==> src/rtl/ps2_pkg.sv <==
// Shared PS/2 definitions: host transmitter FSM states, command bytes and
// the keyboard acknowledge code.
package ps2_pkg;

  typedef enum logic [2:0] {
    ST_IDLE      = 3'd0,
    ST_INHIBIT   = 3'd1,
    ST_REQ       = 3'd2,
    ST_BITS      = 3'd3,
    ST_ACK       = 3'd4,
    ST_WAIT_IDLE = 3'd5,
    ST_FIN       = 3'd6
  } ps2_tx_state_e;

  localparam logic [7:0] PS2_CMD_SET_LED = 8'hED;
  localparam logic [7:0] PS2_CMD_RESET   = 8'hFF;
  localparam logic [7:0] PS2_CMD_ENABLE  = 8'hF4;
  localparam logic [7:0] PS2_RSP_ACK     = 8'hFA;

endpackage

==> src/rtl/ps2_line_sync.sv <==
// Two-flop synchronizers for the raw PS/2 clock and data lines, plus a
// one-cycle pulse on each synchronized clock falling edge.
module ps2_line_sync (
  input  logic clk,
  input  logic rst,
  input  logic ps2_clk_in,
  input  logic ps2_data_in,
  output logic clk_s,
  output logic data_s,
  output logic fall
);

  logic [1:0] clk_ff;
  logic [1:0] data_ff;
  logic       clk_prev;

  // Idle bus is high, so reset to 1 to avoid a spurious edge after reset.
  always_ff @(posedge clk or posedge rst) begin
    if (rst) begin
      clk_ff   <= 2'b11;
      data_ff  <= 2'b11;
      clk_prev <= 1'b1;
    end else begin
      clk_ff   <= {clk_ff[0], ps2_clk_in};
      data_ff  <= {data_ff[0], ps2_data_in};
      clk_prev <= clk_ff[1];
    end
  end

  assign clk_s  = clk_ff[1];
  assign data_s = data_ff[1];
  assign fall   = clk_prev & ~clk_ff[1];

endmodule

==> src/rtl/ps2_host_tx.sv <==
// Host-to-device PS/2 command transmitter driving the open-drain pair
// through active-low-enable outputs.
//
// state      | meaning
// -----------+------------------------------------------------------------
// IDLE       | lines released, ready for a command byte
// INHIBIT    | clock held low; start bit asserted in the final cycle
// REQ        | clock released, data low; wait for first device clock
// BITS       | shift d1..d7 and parity out on device falling edges
// ACK        | stop bit released; sample device ack on the 11th edge
// WAIT_IDLE  | wait for both lines to return high
// FIN        | one-cycle done (and err) pulse
module ps2_host_tx
  import ps2_pkg::*;
#(
  parameter int INHIBIT_CYCLES = 12000,
  parameter int START_TIMEOUT  = 1500000,
  parameter int BIT_TIMEOUT    = 200000
) (
  input  logic       clk,
  input  logic       rst,
  input  logic [7:0] tx_data,
  input  logic       tx_valid,
  output logic       tx_ready,
  input  logic       ps2_clk_in,
  input  logic       ps2_data_in,
  output logic       ps2_clk_oe,
  output logic       ps2_data_oe,
  output logic       busy,
  output logic       done,
  output logic       err
);

  localparam int MAX_A   = (INHIBIT_CYCLES > START_TIMEOUT) ? INHIBIT_CYCLES : START_TIMEOUT;
  localparam int MAX_CYC = (MAX_A > BIT_TIMEOUT) ? MAX_A : BIT_TIMEOUT;
  localparam int TW      = $clog2(MAX_CYC + 1);

  localparam logic [TW-1:0] INH_LOAD   = TW'(INHIBIT_CYCLES - 1);
  localparam logic [TW-1:0] START_LOAD = TW'(START_TIMEOUT - 1);
  localparam logic [TW-1:0] BIT_LOAD   = TW'(BIT_TIMEOUT - 1);

  ps2_tx_state_e state;
  logic [TW-1:0] tmr;
  logic [8:0]    shreg;
  logic [3:0]    bit_cnt;
  logic          clk_s;
  logic          data_s;
  logic          fall;
  logic          wd_active;
  logic          progress;
  logic          wd_expire;

  ps2_line_sync u_sync (
    .clk         (clk),
    .rst         (rst),
    .ps2_clk_in  (ps2_clk_in),
    .ps2_data_in (ps2_data_in),
    .clk_s       (clk_s),
    .data_s      (data_s),
    .fall        (fall)
  );

  assign tx_ready = (state == ST_IDLE);
  assign busy     = (state != ST_IDLE);

  // Any device clock edge (or the bus going idle while waiting for it)
  // counts as progress and keeps the watchdog from firing that cycle.
  always_comb begin
    wd_active = 1'b0;
    progress  = 1'b0;
    case (state)
      ST_REQ, ST_BITS, ST_ACK: begin
        wd_active = 1'b1;
        progress  = fall;
      end
      ST_WAIT_IDLE: begin
        wd_active = 1'b1;
        progress  = fall | (clk_s & data_s);
      end
      default: begin
        wd_active = 1'b0;
        progress  = 1'b0;
      end
    endcase
  end

  assign wd_expire = wd_active && !progress && (tmr == '0);

  always_ff @(posedge clk or posedge rst) begin
    if (rst) begin
      state       <= ST_IDLE;
      tmr         <= '0;
      shreg       <= '0;
      bit_cnt     <= '0;
      ps2_clk_oe  <= 1'b0;
      ps2_data_oe <= 1'b0;
      done        <= 1'b0;
      err         <= 1'b0;
    end else begin
      done <= 1'b0;
      err  <= 1'b0;
      if (wd_expire) begin
        ps2_clk_oe  <= 1'b0;
        ps2_data_oe <= 1'b0;
        done        <= 1'b1;
        err         <= 1'b1;
        state       <= ST_FIN;
      end else begin
        unique case (state)
          ST_IDLE: begin
            if (tx_valid && tx_ready) begin
              shreg       <= {~^tx_data, tx_data};
              bit_cnt     <= '0;
              tmr         <= INH_LOAD;
              ps2_clk_oe  <= 1'b1;
              ps2_data_oe <= (INHIBIT_CYCLES == 1);
              state       <= ST_INHIBIT;
            end
          end
          ST_INHIBIT: begin
            if (tmr == '0) begin
              ps2_clk_oe  <= 1'b0;
              ps2_data_oe <= 1'b1;
              tmr         <= START_LOAD;
              state       <= ST_REQ;
            end else begin
              if (tmr == TW'(1)) ps2_data_oe <= 1'b1;
              tmr <= tmr - TW'(1);
            end
          end
          ST_REQ: begin
            if (fall) begin
              ps2_data_oe <= ~shreg[0];
              shreg       <= {1'b0, shreg[8:1]};
              bit_cnt     <= 4'd1;
              tmr         <= BIT_LOAD;
              state       <= ST_BITS;
            end else begin
              tmr <= tmr - TW'(1);
            end
          end
          ST_BITS: begin
            if (fall) begin
              tmr <= BIT_LOAD;
              // Edge 10 ends the parity bit: release data as the stop bit.
              if (bit_cnt == 4'd9) begin
                ps2_data_oe <= 1'b0;
                state       <= ST_ACK;
              end else begin
                ps2_data_oe <= ~shreg[0];
                shreg       <= {1'b0, shreg[8:1]};
                bit_cnt     <= bit_cnt + 4'd1;
              end
            end else begin
              tmr <= tmr - TW'(1);
            end
          end
          ST_ACK: begin
            if (fall) begin
              if (!data_s) begin
                tmr   <= BIT_LOAD;
                state <= ST_WAIT_IDLE;
              end else begin
                done  <= 1'b1;
                err   <= 1'b1;
                state <= ST_FIN;
              end
            end else begin
              tmr <= tmr - TW'(1);
            end
          end
          ST_WAIT_IDLE: begin
            if (clk_s && data_s) begin
              done  <= 1'b1;
              state <= ST_FIN;
            end else if (fall) begin
              tmr <= BIT_LOAD;
            end else begin
              tmr <= tmr - TW'(1);
            end
          end
          ST_FIN: begin
            state <= ST_IDLE;
          end
          default: begin
            ps2_clk_oe  <= 1'b0;
            ps2_data_oe <= 1'b0;
            state       <= ST_IDLE;
          end
        endcase
      end
    end
  end

endmodule

==> config.mk <==
export PLATFORM = sky130hd
export DESIGN_NAME = ps2_host_tx
export DESIGN_NICKNAME = d
export VERILOG_FILES = /design/src/rtl/ps2_pkg.sv /design/src/rtl/ps2_line_sync.sv /design/src/rtl/ps2_host_tx.sv
export SDC_FILE = /design/constraint.sdc
export NUM_CORES = 1
export LEC_CHECK = 0
export CAP_MARGIN = 20
export CELL_PAD_IN_SITES_DETAIL_PLACEMENT = 1
export CELL_PAD_IN_SITES_GLOBAL_PLACEMENT = 1
export CORE_ASPECT_RATIO = 0.9
export CORE_MARGIN = 2
export CORE_UTILIZATION = 45
export DETAILED_ROUTE_END_ITERATION = 10
export PLACE_DENSITY = 0.9
export SLEW_MARGIN = 5
export SYNTH_ARGS = -nofsm -noshare
export SYNTH_HDL_FRONTEND = slang
export SYNTH_SLANG_ARGS = --single-unit
==> constraint.sdc <==
create_clock -name clk -period 3.5 [get_ports clk]
set_input_delay 0.7 -clock clk [delete_from_list [all_inputs] [get_ports clk]]
set_output_delay 0.7 -clock clk [all_outputs]
set_load 0.01 [all_outputs]
==> results.json <==
{
  "port_buffers": 18,
  "max_stage_delay_ns": 0.60,
  "ctsResizeCount": 0,
  "grt_max_degree": 47,
  "clock_tree.buffer_depth": 2,
  "htreeDepth": 2,
  "maxCapViolCount": 0,
  "dieArea_mm2": 0.007372,
  "hpwlAfterDp_mm": 5.834,
  "cp_slowest_cell": "dfrtp_1",
  "min_period_ns": 2.795,
  "ys_ff_latch": 46,
  "drtIter0Drc": 94,
  "power_leakage_nw": 1.417,
  "outcome": "finished clean",
  "firstDrtPassIters": 4,
  "worst_clock_skew_ns": 0.01436,
  "pin_count": 19,
  "synthArstFlopShare_pct": 100.0,
  "cts_setup_buffers": 0,
  "worstHoldPathType": "reg -> reg",
  "cp-start-kind": "flip-flop",
  "path_cells": "or3_1 > inv_1 > clkdlybuf4s50_1",
  "power.density_mw_per_mm2": 886.0,
  "overflow": 0,
  "synth_flop_cell": "dfrtp_1",
  "end_kind": "output pin",
  "clkTransAtPathRegs_ns": 0.10,
  "arrival_ns": 2.10,
  "die_y_um": 81.66,
  "grt_pass1_vias": 2791,
  "yosysWarnings": 0,
  "gp_congestion": 0.8345,
  "ctsHoldBuffers": 0,
  "syn_avg_cell_area_um2": 8.791,
  "drt-total-wl_mm": 8.335,
  "fmaxAchievable_mhz": 357.7,
  "grt_pass1_wl_mm": 14.16,
  "worstMarginPinSlew_ns": 0.9759,
  "clk_latency_ns": 0.32,
  "track_usage_pct": 23.97,
  "cts_root_buf": "clkbuf_8",
  "syn_nets": 364,
  "path_delay_family": "buffers and inverters",
  "cp_max_fo": 18,
  "synth_edf_count": 0,
  "rsz0062_at_grt": "no",
  "busiest_layer": "met2",
  "met2_usage_pct": 41.05,
  "diodes": 0,
  "std_cell_rows": 28,
  "period_share_pct": 79.87,
  "mostFrequentLayoutCells": "nand2_1 (41), dfrtp_1 (41), o21ai_0 (32)",
  "slew_headroom_pct": 34.85,
  "wl_per_cell_um": 18.77,
  "synthesis.area_mm2": 0.003015,
  "cp_num_buf_inv": 2,
  "required_ns": 2.80,
  "maxSlewViolCount": 0,
  "core_area_mm2": 0.006516,
  "layout.nets": 374,
  "grt.met3_usage_pct": 4.862,
  "route.detailed.drc": 0,
  "worstSetupPathType": "reg -> out",
  "start_util_pct": 46.27,
  "vdd_drop_max_uv": 281.3,
  "cts_num_sinks": 46,
  "cts_buffers": 5,
  "final_layout_size_suffix_gt1_share_pct": 10.45,
  "finalSetupTns_ns": 0,
  "vias": 2754,
  "whs_ns": 0.3608,
  "vias_per_cell": 6.203,
  "setup_viol": 0,
  "synthToLayoutAreaGrowth_pct": 11.83,
  "cts_tree": "done",
  "post-route-util_pct": 51.75,
  "synth-seq-area-share_pct": 38.38,
  "finalHoldViolations": 0,
  "die_w_um": 90.29,
  "grt_util_met1_pct": 30.69,
  "yosysUniqueCellTypes": 61,
  "antenna_left": 0,
  "synth_cells": 343,
  "fillers": 785,
  "antenna_found_initial": 0
}
logic make-up after synthesis:
family	count (synthesis)	synth area share, %
fa+ha+maj	8	3.320
mux	11	3.735
simple gates	132	25.35
buf+inv	34	5.311
flops	46	38.38
compound gates	105	21.87
xor+xnor	7	2.033
worst register-to-register path, stage by stage, from the launching register on:
cell      delay [ns]
dfrtp_1         0.70
nor3b_2         0.59
nand2b_1        0.55
nand3_1         0.34
o21ai_0         0.29
o21ai_0         0.13
cell type report:
type                    instances  area (um2)  share of cell area (%)
clock buffers                   5       68.82                   2.041
repair buffers                 22       210.2                   6.234
multi-input cells             263        1698                   50.35
well taps                      90       112.6                   3.340
flip-flops and latches         46        1157                   34.32
clock inverters                 3       68.82                   2.041
inverters                      15       56.30                   1.670
routing by layer:
metal / share of wire (%) / up-vias
li1: - / 1274
met1: 46 / 1411
met2: 49 / 54
met3: 3.6 / 15
met4: 1.7 / 0
met5: 0 / -
synth_stat cells (2+ instances only):
cell type	n	area, um2
a41oi_1	2	17.52
a31oi_1	7	43.79
nor4_2	2	25.02
buf_2	8	40.04
dfrtp_1	41	1026
nor4_1	4	25.02
buf_4	2	15.01
a32o_1	2	20.02
nand3b_1	2	15.01
inv_1	15	56.30
a21o_1	3	22.52
a31o_2	2	17.52
clkbuf_1	7	26.28
buf_6	2	22.52
a211oi_1	2	15.01
ha_1	8	100.1
o31ai_1	4	30.03
nand2b_1	6	37.54
nor2_1	17	63.81
o31a_1	3	26.28
dfstp_2	5	131.4
or3_1	3	18.77
a221oi_1	3	26.28
and2_1	2	12.51
nor2b_1	4	25.02
or4_1	2	15.01
nand3_1	15	75.07
nor4_4	3	63.81
nor3_1	14	70.07
nand4_1	4	25.02
mux2i_1	9	90.09
nand3_2	2	20.02
nand2_1	41	153.9
o22a_1	4	35.03
a21oi_1	30	150.1
mux2_2	2	22.52
xnor2_1	6	52.55
o21ai_0	32	160.2
power breakdown:
part	switching, mW	internal, mW
Sequential	0.202	0.696
Clock	0.205	0.286
Combinational	0.989	0.609
Total	1.40	1.59
registers in the layout, summed over array words and instances (netlist names), 2 cells and up:
| signal | cells |
|---|---|
| state | 3 |
| shreg | 9 |
| u_sync.data_ff | 2 |
| bit_cnt | 4 |
| u_sync.clk_ff | 2 |
| tmr | 21 |
through the flow:
stage / instance area (um2) / instances / power (mW) / worst slack, ns
global route: 3372 / 444 / 3.196 / 0.4990
finish: 3372 / 444 / 2.988 / 0.7047
detailed placement: 3234 / 436 / 2.469 / 0.6264
CTS: 3372 / 444 / 2.971 / 0.7250
global placement: 3234 / 436 / 2.375 / 0.7731
floorplan: 3015 / 343 / 2.049 / 1.052
worst paths after layout:
path | cells past startpoint | slack (ns) | endpoint | from
hold / removal | 0 | 0.36 | u_sync.data_ff[1] | u_sync.data_ff[0]
hold reg to reg | 0 | 0.36 | u_sync.data_ff[1] | u_sync.data_ff[0]
min in group asynchronous | 2 | 0.92 | bit_cnt[0] | rst
max in group asynchronous | 2 | 1.97 | tmr[13] | rst
setup reg to reg | 5 | 0.76 | tmr[3] | state[0]
setup / recovery | 3 | 0.70 | tx_ready | state[0]
Note: power is estimated with default switching activity, not from simulation.
